==> src/rtl/pe_idx_dispatcher_if.sv <==
// -----------------------------------------------------------------------------
// pe_idx_dispatcher_if
//   Bundles every handshake and data signal around the PE index dispatcher:
//   the descriptor channel from instruction fetch, the index-word stream, the
//   write port into the AGU's ping-pong index buffer and the AGU control and
//   instruction fields.
//
//   master : dispatcher view (accepts descriptors and index words, drives the
//            index buffer write port, the swap/start pulses and AGU fields).
//   slave  : surrounding view (fetch path, index buffer and AGU).
// -----------------------------------------------------------------------------
interface pe_idx_dispatcher_if #(
    parameter int IDX_W      = 4,
    parameter int IDX_ADDR_W = 8
);
    // Descriptor channel
    logic                  ins_valid;
    logic                  ins_ready;
    logic [2:0]            ins_mode;
    logic [7:0]            ins_idx_cnt;
    logic [7:0]            ins_trip_cnt;
    logic                  ins_is_new;
    logic [3:0]            ins_pad_code;
    logic                  ins_cut_y;

    // Index word stream
    logic [2*IDX_W-1:0]    idx_in_data;
    logic                  idx_in_valid;
    logic                  idx_in_ready;

    // Index buffer write port
    logic [2*IDX_W-1:0]    idx_wr_data;
    logic [IDX_ADDR_W-1:0] idx_wr_addr;
    logic                  idx_wr_en;

    // AGU control and instruction fields
    logic                  switch_idx_buf;
    logic                  agu_start;
    logic                  agu_done;
    logic [2:0]            agu_mode;
    logic [7:0]            agu_idx_cnt;
    logic [7:0]            agu_trip_cnt;
    logic                  agu_is_new;
    logic [3:0]            agu_pad_code;
    logic                  agu_cut_y;
    logic                  busy;

    modport master (
        input  ins_valid, ins_mode, ins_idx_cnt, ins_trip_cnt, ins_is_new,
               ins_pad_code, ins_cut_y, idx_in_data, idx_in_valid, agu_done,
        output ins_ready, idx_in_ready, idx_wr_data, idx_wr_addr, idx_wr_en,
               switch_idx_buf, agu_start, agu_mode, agu_idx_cnt, agu_trip_cnt,
               agu_is_new, agu_pad_code, agu_cut_y, busy
    );

    modport slave (
        output ins_valid, ins_mode, ins_idx_cnt, ins_trip_cnt, ins_is_new,
               ins_pad_code, ins_cut_y, idx_in_data, idx_in_valid, agu_done,
        input  ins_ready, idx_in_ready, idx_wr_data, idx_wr_addr, idx_wr_en,
               switch_idx_buf, agu_start, agu_mode, agu_idx_cnt, agu_trip_cnt,
               agu_is_new, agu_pad_code, agu_cut_y, busy
    );
endinterface

==> src/rtl/pe_idx_dispatcher.sv <==
// -----------------------------------------------------------------------------
// pe_idx_dispatcher
//   Producer side of the PE address-generation unit. Accepts one instruction
//   descriptor at a time, streams its index words into the write half of the
//   AGU's ping-pong index buffer, waits for the AGU to finish the previous
//   instruction, swaps the buffer halves and issues the new instruction.
//   Loading the next descriptor overlaps with AGU execution of the current one.
//
// Ports:
//   clk  - clock
//   rst  - synchronous, active-high reset
//   bus  - pe_idx_dispatcher_if.master:
//          ins_*          descriptor valid/ready handshake and fields
//          idx_in_*       index word valid/ready stream
//          idx_wr_*       registered index buffer write (1-cycle latency)
//          switch_idx_buf one-cycle ping-pong swap pulse
//          agu_start      one-cycle instruction start pulse
//          agu_done       AGU idle/done level
//          agu_*          instruction fields, held until the next start
//          busy           dispatcher not idle or AGU still running
// -----------------------------------------------------------------------------
module pe_idx_dispatcher #(
    parameter int IDX_W      = 4,
    parameter int IDX_DEPTH  = 256,
    parameter int IDX_ADDR_W = 8
) (
    input  logic                clk,
    input  logic                rst,
    pe_idx_dispatcher_if.master bus
);

    typedef enum logic [2:0] {
        IDLE     = 3'd0,
        LOAD     = 3'd1,
        WAIT_AGU = 3'd2,
        SWITCH   = 3'd3,
        ISSUE    = 3'd4
    } state_t;

    state_t state;
    state_t state_next;

    logic ins_ready_c;
    logic idx_ready_c;
    logic ins_hs;
    logic idx_hs;
    logic last_word;

    // Shadow copy of the accepted descriptor
    logic [2:0] sh_mode;
    logic [7:0] sh_idx_cnt;
    logic [7:0] sh_trip_cnt;
    logic       sh_is_new;
    logic [3:0] sh_pad_code;
    logic       sh_cut_y;

    logic [7:0]            word_cnt;
    logic [IDX_ADDR_W-1:0] wr_addr;

    logic                  vld_p1;
    logic [IDX_ADDR_W-1:0] wr_addr_p1;
    logic [2*IDX_W-1:0]    wr_data_p1;
    logic                  switch_p1;
    logic                  start_p1;
    logic [2:0]            agu_mode_p1;
    logic [7:0]            agu_idx_cnt_p1;
    logic [7:0]            agu_trip_cnt_p1;
    logic                  agu_is_new_p1;
    logic [3:0]            agu_pad_code_p1;
    logic                  agu_cut_y_p1;

    // Readiness is masked by rst so nothing is accepted while reset is held.
    assign ins_ready_c = (state == IDLE) & ~rst;
    assign idx_ready_c = (state == LOAD) & ~rst;
    assign ins_hs      = bus.ins_valid & ins_ready_c;
    assign idx_hs      = bus.idx_in_valid & idx_ready_c;
    assign last_word   = (word_cnt == (sh_idx_cnt - 8'd1));

    always_ff @(posedge clk) begin
        if (rst) begin
            state <= IDLE;
        end else begin
            state <= state_next;
        end
    end

    always_comb begin
        state_next = state;
        case (state)
            IDLE: begin
                if (ins_hs) begin
                    state_next = (bus.ins_idx_cnt != 8'd0) ? LOAD : WAIT_AGU;
                end
            end
            LOAD: begin
                if (idx_hs && last_word) begin
                    state_next = WAIT_AGU;
                end
            end
            WAIT_AGU: begin
                if (bus.agu_done) begin
                    state_next = SWITCH;
                end
            end
            SWITCH:  state_next = ISSUE;
            ISSUE:   state_next = IDLE;
            default: state_next = IDLE;
        endcase
    end

    // Word counter and write address restart with every new descriptor; the
    // address wraps so an oversized count overwrites from address 0.
    always_ff @(posedge clk) begin
        if (rst) begin
            word_cnt <= 8'd0;
            wr_addr  <= '0;
        end else if (ins_hs) begin
            word_cnt <= 8'd0;
            wr_addr  <= '0;
        end else if (idx_hs) begin
            word_cnt <= word_cnt + 8'd1;
            if (wr_addr == IDX_ADDR_W'(IDX_DEPTH - 1)) begin
                wr_addr <= '0;
            end else begin
                wr_addr <= wr_addr + 1'b1;
            end
        end
    end

    always_ff @(posedge clk) begin
        if (ins_hs) begin
            sh_mode     <= bus.ins_mode;
            sh_idx_cnt  <= bus.ins_idx_cnt;
            sh_trip_cnt <= bus.ins_trip_cnt;
            sh_is_new   <= bus.ins_is_new;
            sh_pad_code <= bus.ins_pad_code;
            sh_cut_y    <= bus.ins_cut_y;
        end
    end

    // ---- stage p1: registered buffer write and AGU outputs ----
    // Pulses are keyed off state_next so each one lines up with the cycle the
    // FSM sits in SWITCH / ISSUE.
    always_ff @(posedge clk) begin
        if (rst) begin
            vld_p1          <= 1'b0;
            wr_addr_p1      <= '0;
            wr_data_p1      <= '0;
            switch_p1       <= 1'b0;
            start_p1        <= 1'b0;
            agu_mode_p1     <= 3'd0;
            agu_idx_cnt_p1  <= 8'd0;
            agu_trip_cnt_p1 <= 8'd0;
            agu_is_new_p1   <= 1'b0;
            agu_pad_code_p1 <= 4'd0;
            agu_cut_y_p1    <= 1'b0;
        end else begin
            vld_p1 <= idx_hs;
            if (idx_hs) begin
                wr_addr_p1 <= wr_addr;
                wr_data_p1 <= bus.idx_in_data;
            end
            switch_p1 <= (state_next == SWITCH);
            start_p1  <= (state_next == ISSUE);
            if (state_next == ISSUE) begin
                agu_mode_p1     <= sh_mode;
                agu_idx_cnt_p1  <= sh_idx_cnt;
                agu_trip_cnt_p1 <= sh_trip_cnt;
                agu_is_new_p1   <= sh_is_new;
                agu_pad_code_p1 <= sh_pad_code;
                agu_cut_y_p1    <= sh_cut_y;
            end
        end
    end

    assign bus.ins_ready      = ins_ready_c;
    assign bus.idx_in_ready   = idx_ready_c;
    assign bus.idx_wr_en      = vld_p1;
    assign bus.idx_wr_addr    = wr_addr_p1;
    assign bus.idx_wr_data    = wr_data_p1;
    assign bus.switch_idx_buf = switch_p1;
    assign bus.agu_start      = start_p1;
    assign bus.agu_mode       = agu_mode_p1;
    assign bus.agu_idx_cnt    = agu_idx_cnt_p1;
    assign bus.agu_trip_cnt   = agu_trip_cnt_p1;
    assign bus.agu_is_new     = agu_is_new_p1;
    assign bus.agu_pad_code   = agu_pad_code_p1;
    assign bus.agu_cut_y      = agu_cut_y_p1;
    assign bus.busy           = (state != IDLE) | ~bus.agu_done;

endmodule

==> src/flat_wrapper.sv <==
// flat-port wrapper written by rule: the top's interface ports become plain ports
module pe_idx_dispatcher_flat 
#(
    parameter int IDX_W      = 4,
    parameter int IDX_DEPTH  = 256,
    parameter int IDX_ADDR_W = 8
)
  (clk, rst, bus_ins_valid, bus_ins_mode, bus_ins_idx_cnt, bus_ins_trip_cnt, bus_ins_is_new, bus_ins_pad_code, bus_ins_cut_y, bus_idx_in_data, bus_idx_in_valid, bus_agu_done, bus_ins_ready, bus_idx_in_ready, bus_idx_wr_data, bus_idx_wr_addr, bus_idx_wr_en, bus_switch_idx_buf, bus_agu_start, bus_agu_mode, bus_agu_idx_cnt, bus_agu_trip_cnt, bus_agu_is_new, bus_agu_pad_code, bus_agu_cut_y, bus_busy);
  pe_idx_dispatcher_if #(.IDX_W(IDX_W), .IDX_ADDR_W(IDX_ADDR_W)) bus_i ();
  input  logic clk;
  input  logic rst;
  input wire logic [$bits(bus_i.ins_valid)-1:0] bus_ins_valid;
  input wire logic [$bits(bus_i.ins_mode)-1:0] bus_ins_mode;
  input wire logic [$bits(bus_i.ins_idx_cnt)-1:0] bus_ins_idx_cnt;
  input wire logic [$bits(bus_i.ins_trip_cnt)-1:0] bus_ins_trip_cnt;
  input wire logic [$bits(bus_i.ins_is_new)-1:0] bus_ins_is_new;
  input wire logic [$bits(bus_i.ins_pad_code)-1:0] bus_ins_pad_code;
  input wire logic [$bits(bus_i.ins_cut_y)-1:0] bus_ins_cut_y;
  input wire logic [$bits(bus_i.idx_in_data)-1:0] bus_idx_in_data;
  input wire logic [$bits(bus_i.idx_in_valid)-1:0] bus_idx_in_valid;
  input wire logic [$bits(bus_i.agu_done)-1:0] bus_agu_done;
  output wire logic [$bits(bus_i.ins_ready)-1:0] bus_ins_ready;
  output wire logic [$bits(bus_i.idx_in_ready)-1:0] bus_idx_in_ready;
  output wire logic [$bits(bus_i.idx_wr_data)-1:0] bus_idx_wr_data;
  output wire logic [$bits(bus_i.idx_wr_addr)-1:0] bus_idx_wr_addr;
  output wire logic [$bits(bus_i.idx_wr_en)-1:0] bus_idx_wr_en;
  output wire logic [$bits(bus_i.switch_idx_buf)-1:0] bus_switch_idx_buf;
  output wire logic [$bits(bus_i.agu_start)-1:0] bus_agu_start;
  output wire logic [$bits(bus_i.agu_mode)-1:0] bus_agu_mode;
  output wire logic [$bits(bus_i.agu_idx_cnt)-1:0] bus_agu_idx_cnt;
  output wire logic [$bits(bus_i.agu_trip_cnt)-1:0] bus_agu_trip_cnt;
  output wire logic [$bits(bus_i.agu_is_new)-1:0] bus_agu_is_new;
  output wire logic [$bits(bus_i.agu_pad_code)-1:0] bus_agu_pad_code;
  output wire logic [$bits(bus_i.agu_cut_y)-1:0] bus_agu_cut_y;
  output wire logic [$bits(bus_i.busy)-1:0] bus_busy;
  assign bus_i.ins_valid = bus_ins_valid;
  assign bus_i.ins_mode = bus_ins_mode;
  assign bus_i.ins_idx_cnt = bus_ins_idx_cnt;
  assign bus_i.ins_trip_cnt = bus_ins_trip_cnt;
  assign bus_i.ins_is_new = bus_ins_is_new;
  assign bus_i.ins_pad_code = bus_ins_pad_code;
  assign bus_i.ins_cut_y = bus_ins_cut_y;
  assign bus_i.idx_in_data = bus_idx_in_data;
  assign bus_i.idx_in_valid = bus_idx_in_valid;
  assign bus_i.agu_done = bus_agu_done;
  assign bus_ins_ready = bus_i.ins_ready;
  assign bus_idx_in_ready = bus_i.idx_in_ready;
  assign bus_idx_wr_data = bus_i.idx_wr_data;
  assign bus_idx_wr_addr = bus_i.idx_wr_addr;
  assign bus_idx_wr_en = bus_i.idx_wr_en;
  assign bus_switch_idx_buf = bus_i.switch_idx_buf;
  assign bus_agu_start = bus_i.agu_start;
  assign bus_agu_mode = bus_i.agu_mode;
  assign bus_agu_idx_cnt = bus_i.agu_idx_cnt;
  assign bus_agu_trip_cnt = bus_i.agu_trip_cnt;
  assign bus_agu_is_new = bus_i.agu_is_new;
  assign bus_agu_pad_code = bus_i.agu_pad_code;
  assign bus_agu_cut_y = bus_i.agu_cut_y;
  assign bus_busy = bus_i.busy;
  pe_idx_dispatcher #(.IDX_W(IDX_W), .IDX_DEPTH(IDX_DEPTH), .IDX_ADDR_W(IDX_ADDR_W)) u_core (.clk(clk), .rst(rst), .bus(bus_i));
endmodule
==> config.mk <==
export PLATFORM = sky130hd
export DESIGN_NAME = pe_idx_dispatcher_flat
export DESIGN_NICKNAME = d
export VERILOG_FILES = /design/src/rtl/pe_idx_dispatcher_if.sv /design/src/rtl/pe_idx_dispatcher.sv /design/src/flat_wrapper.sv
export SDC_FILE = /design/constraint.sdc
export NUM_CORES = 1
export LEC_CHECK = 0
export ABC_AREA = 1
export CAP_MARGIN = 40
export CORE_ASPECT_RATIO = 0.8
export CORE_UTILIZATION = 30
export DETAILED_ROUTE_END_ITERATION = 10
export GPL_TIMING_DRIVEN = 0
export MAX_ROUTING_LAYER = met4
export PLACE_DENSITY = 0.6
export SLEW_MARGIN = 20
export SYNTH_ARGS = -nofsm -noshare
export SYNTH_HDL_FRONTEND = slang
export SYNTH_SLANG_ARGS = --single-unit
==> constraint.sdc <==
create_clock -name clk -period 2.2 [get_ports clk]
set_clock_uncertainty 0.2 [all_clocks]
set_input_delay 0.66 -clock clk [delete_from_list [all_inputs] [get_ports clk]]
set_output_delay 0.66 -clock clk [all_outputs]
set_load 0.005 [all_outputs]
-- Word level (Yosys, flattened, before mapping)
Index checks and enable logic that the tools add are counted.
- bits in registers: 88
- output and inout port bits: 47
- word-level logic and storage cells: 48
- add/subtract/negate cells: 3
- eq/ne operators: 7
- mux-type cells: 6
- bitwise gates (word level): 7
- reductions and logical operators: 5
- operators by type and width (kind ; number):
    adder 8 x 1 -> 8 bit (second input constant) ; 2
    one-hot mux 3 bit (4 select lines) ; 1
    == test 3 x 2 -> 1 bit (second input constant) ; 3
    2-to-1 mux 3 bit ; 3
    == test 8 bit ; 1
    == test 8 bit (second input constant) ; 1
    2-to-1 mux 8 bit ; 1
    nonzero test 8 bit ; 1
    subtractor 8 x 1 -> 8 bit (second input constant) ; 1
    AND 1 bit ; 4
    == test 3 x 1 -> 1 bit (second input constant) ; 1
    == test 3 bit (second input constant) ; 1
    logical NOT 3 bit ; 1
    nonzero test 3 bit ; 1
    2-to-1 mux 2 bit ; 1
    NOT 1 bit ; 2
    OR reduction 2 bit ; 1
    logical AND 1 bit ; 1
    OR 1 bit ; 1

-- Logic depth before layout (Yosys ltp)
Gate-level depths: netlist of the first run.
- word-level depth: 7
- gate-level depth with buffers: 12
- mapped depth without buffers: 12

-- Worst setup path after synthesis of the first run
OpenSTA, ideal clock, no wires.
- kind: input -> register
- start: input rst
- end: register u_core.wr_addr[7]
- arrival time: 1.972 ns
- required time: 1.886 ns
- slack: -0.086 ns
- cell stages on the path: 9
- buffers on the path: 1
- cells stage by stage: buf_6 -> nor2_1 -> nand2_1 -> inv_1 -> nor2_4 -> o21ai_2 -> inv_1 -> nand2_1 -> nor2_2
- cells in the longest elaborated chain, start to end: 4
- elaborated cells on any way between the ends: 6
- ends and longest elaborated chain (what ; line ; text):
    from (decl) ; flat_wrapper.sv:11 ; input logic rst;
    NOT 1 bit ; pe_idx_dispatcher.sv:73 ; assign ins_ready_c = (state == IDLE) & ~rst;
    AND 1 bit ; pe_idx_dispatcher.sv:73 ;
    named net bus_ins_ready ; flat_wrapper.sv:22 ; output wire logic [$bits(bus_i.ins_ready)-1:0] bus_ins_ready;
    AND 1 bit ; pe_idx_dispatcher.sv:75 ; assign ins_hs = bus.ins_valid & ins_ready_c;
    named net u_core.ins_hs ; pe_idx_dispatcher.sv:45 ; logic ins_hs;
    OR reduction 2 bit (no line) ; - ;
    to (signal assigned) ; pe_idx_dispatcher.sv:125 ; wr_addr <= wr_addr + 1'b1;
    to (decl) ; pe_idx_dispatcher.sv:58 ; logic [IDX_ADDR_W-1:0] wr_addr;
The timed path passes the listed nets, and every way through them passes these cells.
A chain may end at the register's enable or synchronous reset.

-- Worst setup path after layout of the first run
- start: register u_core.state[2]
- end: output bus_idx_in_ready
- cells in the longest elaborated chain, start to end: 2
- ends and longest elaborated chain (what ; line ; text):
    from (decl) ; pe_idx_dispatcher.sv:40 ; state_t state;
    from (signal assigned) ; pe_idx_dispatcher.sv:83 ; state <= state_next;
    == test 3 x 1 -> 1 bit ; pe_idx_dispatcher.sv:74 ; assign idx_ready_c = (state == LOAD) & ~rst;
    AND 1 bit ; pe_idx_dispatcher.sv:74 ;
    to (decl) ; flat_wrapper.sv:23 ; output wire logic [$bits(bus_i.idx_in_ready)-1:0] bus_idx_in_ready;
No other way between the ends.

==> results of run 1 <==
cell type report:
cell class / count / area, um^2 / share of cell area
well taps: 144 / 180 / 0.0378
multi-input cells: 255 / 1240 / 0.261
repair buffers: 85 / 843 / 0.177
flip-flops and latches: 88 / 2010 / 0.423
inverters: 35 / 140 / 0.0294
clock inverters: 4 / 20.0 / 0.00420
repair inverters: 1 / 7.51 / 0.00158
plain buffers: 14 / 67.6 / 0.0142
clock buffers: 12 / 246 / 0.0518
what timing repair did:
item / in CTS / in global routing
buffers inserted: 2 / 0
setup endpoints to repair: 19 / 0
hold buffers: 0 / 0
gates resized for setup: 11 / 0
cells by family (layout without fill, tap and decap cells):
| family | count (synthesis) | in the layout | synth area share |
|---|---|---|---|
| DFF | 88 | 88 | 0.583 |
| AOI/OAI and AO/OA | 65 | 65 | 0.0964 |
| xor gates and xnor gates | 6 | 6 | 0.0152 |
| buffers and inverters | 49 | 151 | 0.0591 |
| and+or+nand+nor | 181 | 181 | 0.236 |
| adders and majority gates | 3 | 3 | 0.0109 |
power by group through the flow:
stage | clock (W) | combinational (W) | sequential, W
final | 0.00138 | 0.000196 | 0.00172
after global routing | 0.00150 | 0.000217 | 0.00172
after CTS | 0.00142 | 0.000199 | 0.00172
after detailed placement | 0 | 0.000196 | 0.00175
after global placement | 0 | 0.000193 | 0.00175
after floorplan | 0 | 0.0000811 | 0.00175
worst min-delay path, cell delays in order, from the launching register on:
cell and delay [ns]:
dfxtp_1 0.31, nand3_1 0.07, nand2_1 0.04
layer usage:
layer | part of all wire | global-route usage | vias to the layer above
met5 | 0 | - | -
met4 | 0.0078 | 0.0342 | 0
met3 | 0.050 | 0.0590 | 5
met2 | 0.44 | 0.229 | 58
met1 | 0.50 | 0.201 | 1290
li1 | - | - | 1480
flip-flops by register name, indices dropped and copies added, names as in the netlist, 4 cells and up:
| register | cells |
|---|---|
| u_core.bus.agu_trip_cnt | 8 |
| u_core.bus.idx_wr_data | 8 |
| u_core.bus.agu_pad_code | 4 |
| u_core.wr_addr | 8 |
| u_core.bus.idx_wr_addr | 8 |
| u_core.word_cnt | 8 |
| u_core.sh_trip_cnt | 8 |
| u_core.bus.agu_idx_cnt | 8 |
| u_core.sh_idx_cnt | 8 |
| u_core.sh_pad_code | 4 |
path summary, 6_finish.rpt:
kind | from | to | depth (start not counted)
setup / recovery | u_core.state[2] | bus_idx_in_ready | 4
hold / removal | u_core.bus.idx_wr_data[1] | u_core.bus.idx_wr_data[1] | 2
setup reg to reg | u_core.state[0] | u_core.wr_addr[4] | 8
hold reg to reg | u_core.bus.idx_wr_data[1] | u_core.bus.idx_wr_data[1] | 2
cells in the mapped netlist (2+ instances only):
cell / number / share of area
nor2_1: 68 / 0.074
nand2_1: 64 / 0.070
dfxtp_1: 63 / 0.37
o21ai_0: 41 / 0.059
inv_1: 32 / 0.035
nand3_1: 26 / 0.038
edfxtp_1: 25 / 0.22
a21oi_1: 21 / 0.030
nor3_1: 9 / 0.013
clkbuf_1: 7 / 0.0076
buf_2: 4 / 0.0058
nor2_4: 4 / 0.013
ha_1: 3 / 0.011
nor3_2: 3 / 0.0087
xnor2_1: 3 / 0.0076
xor2_1: 3 / 0.0076
clkbuf_2: 2 / 0.0029
inv_2: 2 / 0.0022
nand4_1: 2 / 0.0036
stage by stage:
| stage | worst slack (ns) | power [W] | utilization |
|---|---|---|---|
| after CTS | 0.0564 | 0.00334 | 0.432 |
| after global routing | 0.0326 | 0.00343 | 0.432 |
| after detailed placement | -0.644 | 0.00195 | 0.406 |
| after global placement | -0.623 | 0.00194 | 0.406 |
| after floorplan | 0.0244 | 0.00183 | - |
| final | 0.0990 | 0.00329 | 0.432 |
==> results.toml, run 1 <==
[finish]
fin_area_um2 = 4760
layout.nets = 530
fill_cells = 1085
layout_commonest_cell = "clkdlybuf4s50_1"
finalNonFillerCells = 638
area_growth_pct = 37.9
layout_common_cells = "clkdlybuf4s50_1, nor2_1, nand2_1"
drive_gt1_frac = 0.0911
diodes = 0

[power]
power.density_nw_per_um2 = 691
p_seq_frac = 0.522
leakage_nw = 1.85
internal_power_w = 0.00259
pwr-share-comb = 0.060
p_clk_frac = 0.419
netSwitchingPower_w = 0.000702
vdd_drop_max_mv = 0.357
sw_frac_of_total = 0.213

[setup_path]
r2r_slack_ns = 0.31
path_cells = "nor2_4 -> nand2_1 -> nor2_2 -> dlygate4sd2_1"
cp_top_family = "flip-flops"
start_kind = "flop"
crit_type = "reg2out"
slowest_delay_ns = 0.34
worstPathArrival_ns = 1.24
path_buf_inv = 1
crit_slowest_cell = "dfxtp_2"
end_kind = "output pin"
critPathMaxFanout = 3
worstPathRequired_ns = 1.34

[floorplan]
die_width_um = 122
placementRows = 34
die-area_um2 = 11900
io_pins = 85
core_region_area_um2 = 11000
fp.dieH_um = 98.0
start_util = 0.313

[sta]
setup_viol = 0
worst_pin_slew_ns = 0.553
clock.fmax_mhz = 476
holdWs_ns = 0.267
hold_viol = 0
post-route-period-util = 0.955
tns_ns = 0
slew_violations = 0
fin_crit_ns = 2.10
relSlewSlack = 0.631
rsz0062_at_grt = "no"

[place]
portBuffers = 83
placed_area_um2 = 4470
place_inst = 619
dp_hpwl_mm = 6.07
gp_congestion = 0.827

[synth]
synth_edf_count = 25
ys_warn_count = 0
async_flop_share = 0
synth_cell_type_count = 29
synth_flop_cell = "dfxtp_1"
syn_inst = 392
syn_nets = 433
synth_seq_area_share = 0.583
netlist_area_um2 = 3450
synth-seq-cells = 88
avgSynthCellArea_um2 = 8.81

[global_routing]
grt_overflow_total = 0
first_global_vias = 2817
antenna_found_initial = 0
grtUsageTotal = 0.156
grt_pass1_wl_mm = 13.8
grt_max_degree = 15

[cts]
cts_tree = "yes"
cts_buffers = 9
cts_root_buf = "clkbuf_16"
h-tree-depth = 3
clkSinkCount = 88
clockBufferDepth = 2
clk_pin_slew_ns = 0.06
clk_latency_ns = 0.33

[detailed_routing]
drc = 0
wl_per_cell_um = 13.0
dr.pass1.iters = 4
vias = 2833
drtAntennaViolNets = 0
routed_via_density = 4.44
drtIter0Drc = 101
drt_wl_total_mm = 8.30

[min_path]
hp-class = "reg2reg"

[run_status]
status = "completed"

[job]
maxCapViolCount = 0
Note: power is estimated with default switching activity, not from simulation.
==> inputs of run 2 (changes only) <==
--- a/config.mk
+++ b/config.mk
@@ -17,3 +17,4 @@
 export SYNTH_ARGS = -nofsm -noshare
 export SYNTH_HDL_FRONTEND = slang
 export SYNTH_SLANG_ARGS = --single-unit
+export TNS_END_PERCENT = 5
==> constraint.sdc (replaced) <==
create_clock -name clk -period 2.2 [get_ports clk]
set_clock_uncertainty 0.2 [all_clocks]
set_input_delay 0.66 -clock clk [delete_from_list [all_inputs] [get_ports clk]]
set_output_delay 0.66 -clock clk [all_outputs]
set_load 0.05 [all_outputs]
==> results.toml, run 2 (synthesis gave the netlist of run 1 again) <==
[detailed_routing]
drtIter0Drc = 131
vias = 2824
drc = 0
routed_via_density = 4.42
dr.pass1.iters = 4
drtAntennaViolNets = 0
drt_wl_total_mm = 8.21
wl_per_cell_um = 12.8

[finish]
layout.nets = 531
fill_cells = 1084
layout_common_cells = "nor2_1, nand2_1, dfxtp_1"
drive_gt1_frac = 0.0949
diodes = 0
layout_commonest_cell = "nor2_1"
area_growth_pct = 37.2
finalNonFillerCells = 639

[sta]
worst_pin_slew_ns = 0.608
setup_viol = 1
hold_viol = 0
fin_crit_ns = 2.26
fin_ws_ns = -0.0644
relSlewSlack = 0.592
holdWs_ns = 0.262
post-route-period-util = 1.03
slew_violations = 0
clock.fmax_mhz = 442
rsz0062_at_grt = "yes"

[setup_path]
r2r_start = "u_core.state[0]"
worstPathArrival_ns = 1.40
rr_worst_depth = 5
critPathMaxFanout = 2
crit_slowest_cell = "clkdlybuf4s50_1"
start_kind = "input port"
crit_type = "in2out"
end_kind = "output pin"
path_cells = "clkdlybuf4s50_1 -> nand3_1 -> buf_6"
slowest_delay_ns = 0.47
worstSetupStartpoint = "bus_agu_done"
r2r_end = "u_core.sh_idx_cnt[6]"
r2r_slack_ns = 0.21
worstPathRequired_ns = 1.34

[min_path]
min_from = "u_core.bus.idx_wr_data[7]"
min_to = "u_core.bus.idx_wr_data[7]"
hold_depth = 2
hp-class = "reg2reg"

[run_status]
failed_checks = "negative setup slack"
status = "finished, violations left"

[global_routing]
grt_overflow_total = 0
grt_pass1_wl_mm = 13.5
grtUsageTotal = 0.152
antenna_found_initial = 0
grt_max_degree = 15
first_global_vias = 2704

[place]
place_inst = 619
portBuffers = 83
dp_hpwl_mm = 5.96
gp_congestion = 0.842

[floorplan]
die_width_um = 122
start_util = 0.313
placementRows = 34
die-area_um2 = 11900
core_region_area_um2 = 11000
fp.dieH_um = 98.0
io_pins = 85

[cts]
h-tree-depth = 3
clockBufferDepth = 2
cts_buffers = 9
cts_root_buf = "clkbuf_16"
clk_latency_ns = 0.34
clkSinkCount = 88
cts_tree = "yes"
clk_pin_slew_ns = 0.06

[power]
finalPower_w = 0.00343
vdd_drop_max_mv = 0.408
power.density_nw_per_um2 = 723
leakage_nw = 2.07

[job]
maxCapViolCount = 0
-- run 2: per-layer routing --
metal / GRT usage / wire length (um) / vias up
met1: 0.202 / 4140 / 1277
met2: 0.214 / 3510 / 63
met4: 0.0427 / 46 / 0
met5: - / 0 / -
li1: - / - / 1478
met3: 0.0543 / 506 / 6
-- run 2: cell type report --
cell class                 count  area [um^2]  area share
buffer                        14         67.6      0.0143
multi-input combinational    255         1250       0.264
clock buffer                   9          225      0.0475
sequential                    88         2010       0.425
timing repair inverter         1         5.00     0.00106
tap                          144          180      0.0380
timing repair buffer          86          798       0.168
inverter                      35          140      0.0296
clock inverter                 7         60.1      0.0127
-- run 2: what timing repair did --
action                                  4_1_cts  5_1_grt
hold buffers                                  0        0
endpoints found under the setup margin       63       19
endpoints found under the hold margin         0        0
setup buffers                                 0        3
resized for setup                            58        7
gates cloned                                  1        0
-- run 2: worst max path at each step --
stage / end / slack, ns
2_1_floorplan: u_core.wr_addr[7] / -0.04
3_3_place_gp: bus_busy / -0.68
3_5_place_dp: bus_busy / -0.65
4_1_cts: bus_busy / -0.23
5_1_grt: bus_busy / -0.10
6_report: bus_busy / -0.06
-- run 2: worst max-delay path, delay by kind of cell --
kind,cells,cell delay [ns]
buf+inv,2,0.64
simple gates,1,0.10
-- run 2: metrics by stage --
stage          worst slack (ns)  utilization  TNS [ns]  cell area [um^2]
3_5_place_dp             -0.652        0.407    -15.87              4480
2_1_floorplan           -0.0353            -   -0.0353              3470
3_3_place_gp             -0.680        0.407    -15.99              4480
4_1_cts                  -0.229        0.427    -0.229              4710
6_report                -0.0644        0.430   -0.0644              4740
5_1_grt                  -0.103        0.430    -0.103              4740
-- run 2: report_power, final --
group | switching (W) | total (W) | internal [W]
sequential | 0.0000159 | 0.00172 | 0.00170
combinational | 0.000130 | 0.000232 | 0.000101
clock | 0.000611 | 0.00148 | 0.000868
==> inputs of run 3 (changes only) <==
--- a/config.mk
+++ b/config.mk
@@ -7,11 +7,10 @@
 export LEC_CHECK = 0
 export ABC_AREA = 1
 export CAP_MARGIN = 40
-export CORE_ASPECT_RATIO = 0.8
+export CORE_MARGIN = 3
 export CORE_UTILIZATION = 30
 export DETAILED_ROUTE_END_ITERATION = 10
 export GPL_TIMING_DRIVEN = 0
-export MAX_ROUTING_LAYER = met4
 export PLACE_DENSITY = 0.6
 export SLEW_MARGIN = 20
 export SYNTH_ARGS = -nofsm -noshare
==> results.toml, run 3 (synthesis gave the netlist of run 1 again) <==
[cts]
clk_pin_slew_ns = 0.07
postCtsSetupBuffers = 0
clkSinkCount = 88
cts_tree = "yes"
h-tree-depth = 3
cts_buffers = 9
cts_hold_buffers = 0
clk_latency_ns = 0.34
clockBufferDepth = 2
cts_root_buf = "clkbuf_16"

[setup_path]
worstSetupStartpoint = "bus_ins_valid"
crit_type = "in2reg"
r2r_start = "u_core.state[2]"
worstPathArrival_ns = 2.23
end_kind = "flop"
critPathMaxFanout = 14
worstPathRequired_ns = 2.27
start_kind = "input port"

[sta]
relSlewSlack = 0.588
clock.fmax_mhz = 463
hold_viol = 0
worst_pin_slew_ns = 0.615
post-route-period-util = 0.982
setup_viol = 0
holdWs_ns = 0.263
slew_violations = 0
fin_crit_ns = 2.16
tns_ns = 0
rsz0062_at_grt = "yes"

[global_routing]
grt_pass1_wl_mm = 13.9
first_global_vias = 2830
grt_overflow_total = 0
grtUsageTotal = 0.136
antenna_found_initial = 0
grt_max_degree = 17

[detailed_routing]
routed_via_density = 4.54
vias = 2869
dr.pass1.iters = 4
wl_per_cell_um = 13.2
drtIter0Drc = 60
drc = 0
drt_wl_total_mm = 8.35
drtAntennaViolNets = 0

[floorplan]
die-area_um2 = 12800
fp.dieH_um = 113
die_width_um = 113
core_region_area_um2 = 11000
io_pins = 85
placementRows = 38
start_util = 0.313

[power]
netSwitchingPower_w = 0.000791
vdd_drop_max_mv = 0.496
pwr-share-comb = 0.065
sw_frac_of_total = 0.227
finalPower_w = 0.00348
p_seq_frac = 0.493
leakage_nw = 2.07
power.density_nw_per_um2 = 735
internal_power_w = 0.00269
p_clk_frac = 0.442

[finish]
area_growth_pct = 37.2
drive_gt1_frac = 0.0996
layout.nets = 528
layout_commonest_cell = "nor2_1"
diodes = 0
layout_common_cells = "nor2_1, nand2_1, dfxtp_1"

[place]
dp_hpwl_mm = 6.02
portBuffers = 83
gp_congestion = 0.809

[run_status]
status = "completed"

[job]
maxCapViolCount = 0

[min_path]
min_from = "u_core.bus.idx_wr_data[5]"
hp-class = "reg2reg"
==> run 3: final timing paths <==
check / depth (start not counted) / to / slack, ns
min reg2reg: 2 / u_core.bus.idx_wr_data[5] / 0.26
max: 6 / u_core.wr_addr[4] / 0.04
min: 2 / u_core.bus.idx_wr_data[5] / 0.26
max reg2reg: 8 / u_core.wr_addr[4] / 0.14
==> run 3: final cells by class <==
type,instances,area [um^2]
fill,1098,6290
clock inverter,7,77.6
sequential,88,2010
timing repair buffer,83,778
clock buffer,9,225
tap,140,175
inverter,35,140
timing repair inverter,1,5.00
multi-input combinational,255,1250
buffer,14,67.6
==> run 3: critical path, stage by stage <==
cell,delay (ns)
clkdlybuf4s50_1,0.42
nand2_2,0.13
clkinvlp_4,0.35
nor2_4,0.35
inv_2,0.13
nor3_1,0.18
==> run 3: power by group through the flow <==
stage | registers [W] | clock network [W] | logic [W]
2_1_floorplan | 0.00177 | 0 | 0.0000970
3_3_place_gp | 0.00175 | 0 | 0.000226
3_5_place_dp | 0.00175 | 0 | 0.000229
4_1_cts | 0.00172 | 0.00159 | 0.000227
5_1_grt | 0.00172 | 0.00165 | 0.000248
6_report | 0.00172 | 0.00154 | 0.000227
==> run 3: metal layers <==
layer  share of wire  track usage  vias up
met5               0            0        -
met4           0.020       0.0545        0
met3           0.069       0.0439       15
met2            0.48        0.229       76
met1            0.44        0.161     1300
li1                -            -     1478
==> run 3: through the flow <==
stage / setup slack (ns) / utilization / instances / area, um^2
after floorplan: -0.0353 / - / 392 / 3470
after global placement: -0.656 / 0.406 / 615 / 4480
after detailed placement: -0.657 / 0.406 / 615 / 4480
after CTS: -0.0712 / 0.428 / 632 / 4720
after global routing: -0.0659 / 0.429 / 632 / 4740
final: 0.0392 / 0.429 / 632 / 4740
==> run 3: timing repair <==
| item | CTS | global route |
|---|---|---|
| gates cloned | 1 | 0 |
| resized for setup | 62 | 6 |
| pin swaps | 1 | 1 |
| setup endpoints to repair | 63 | 15 |
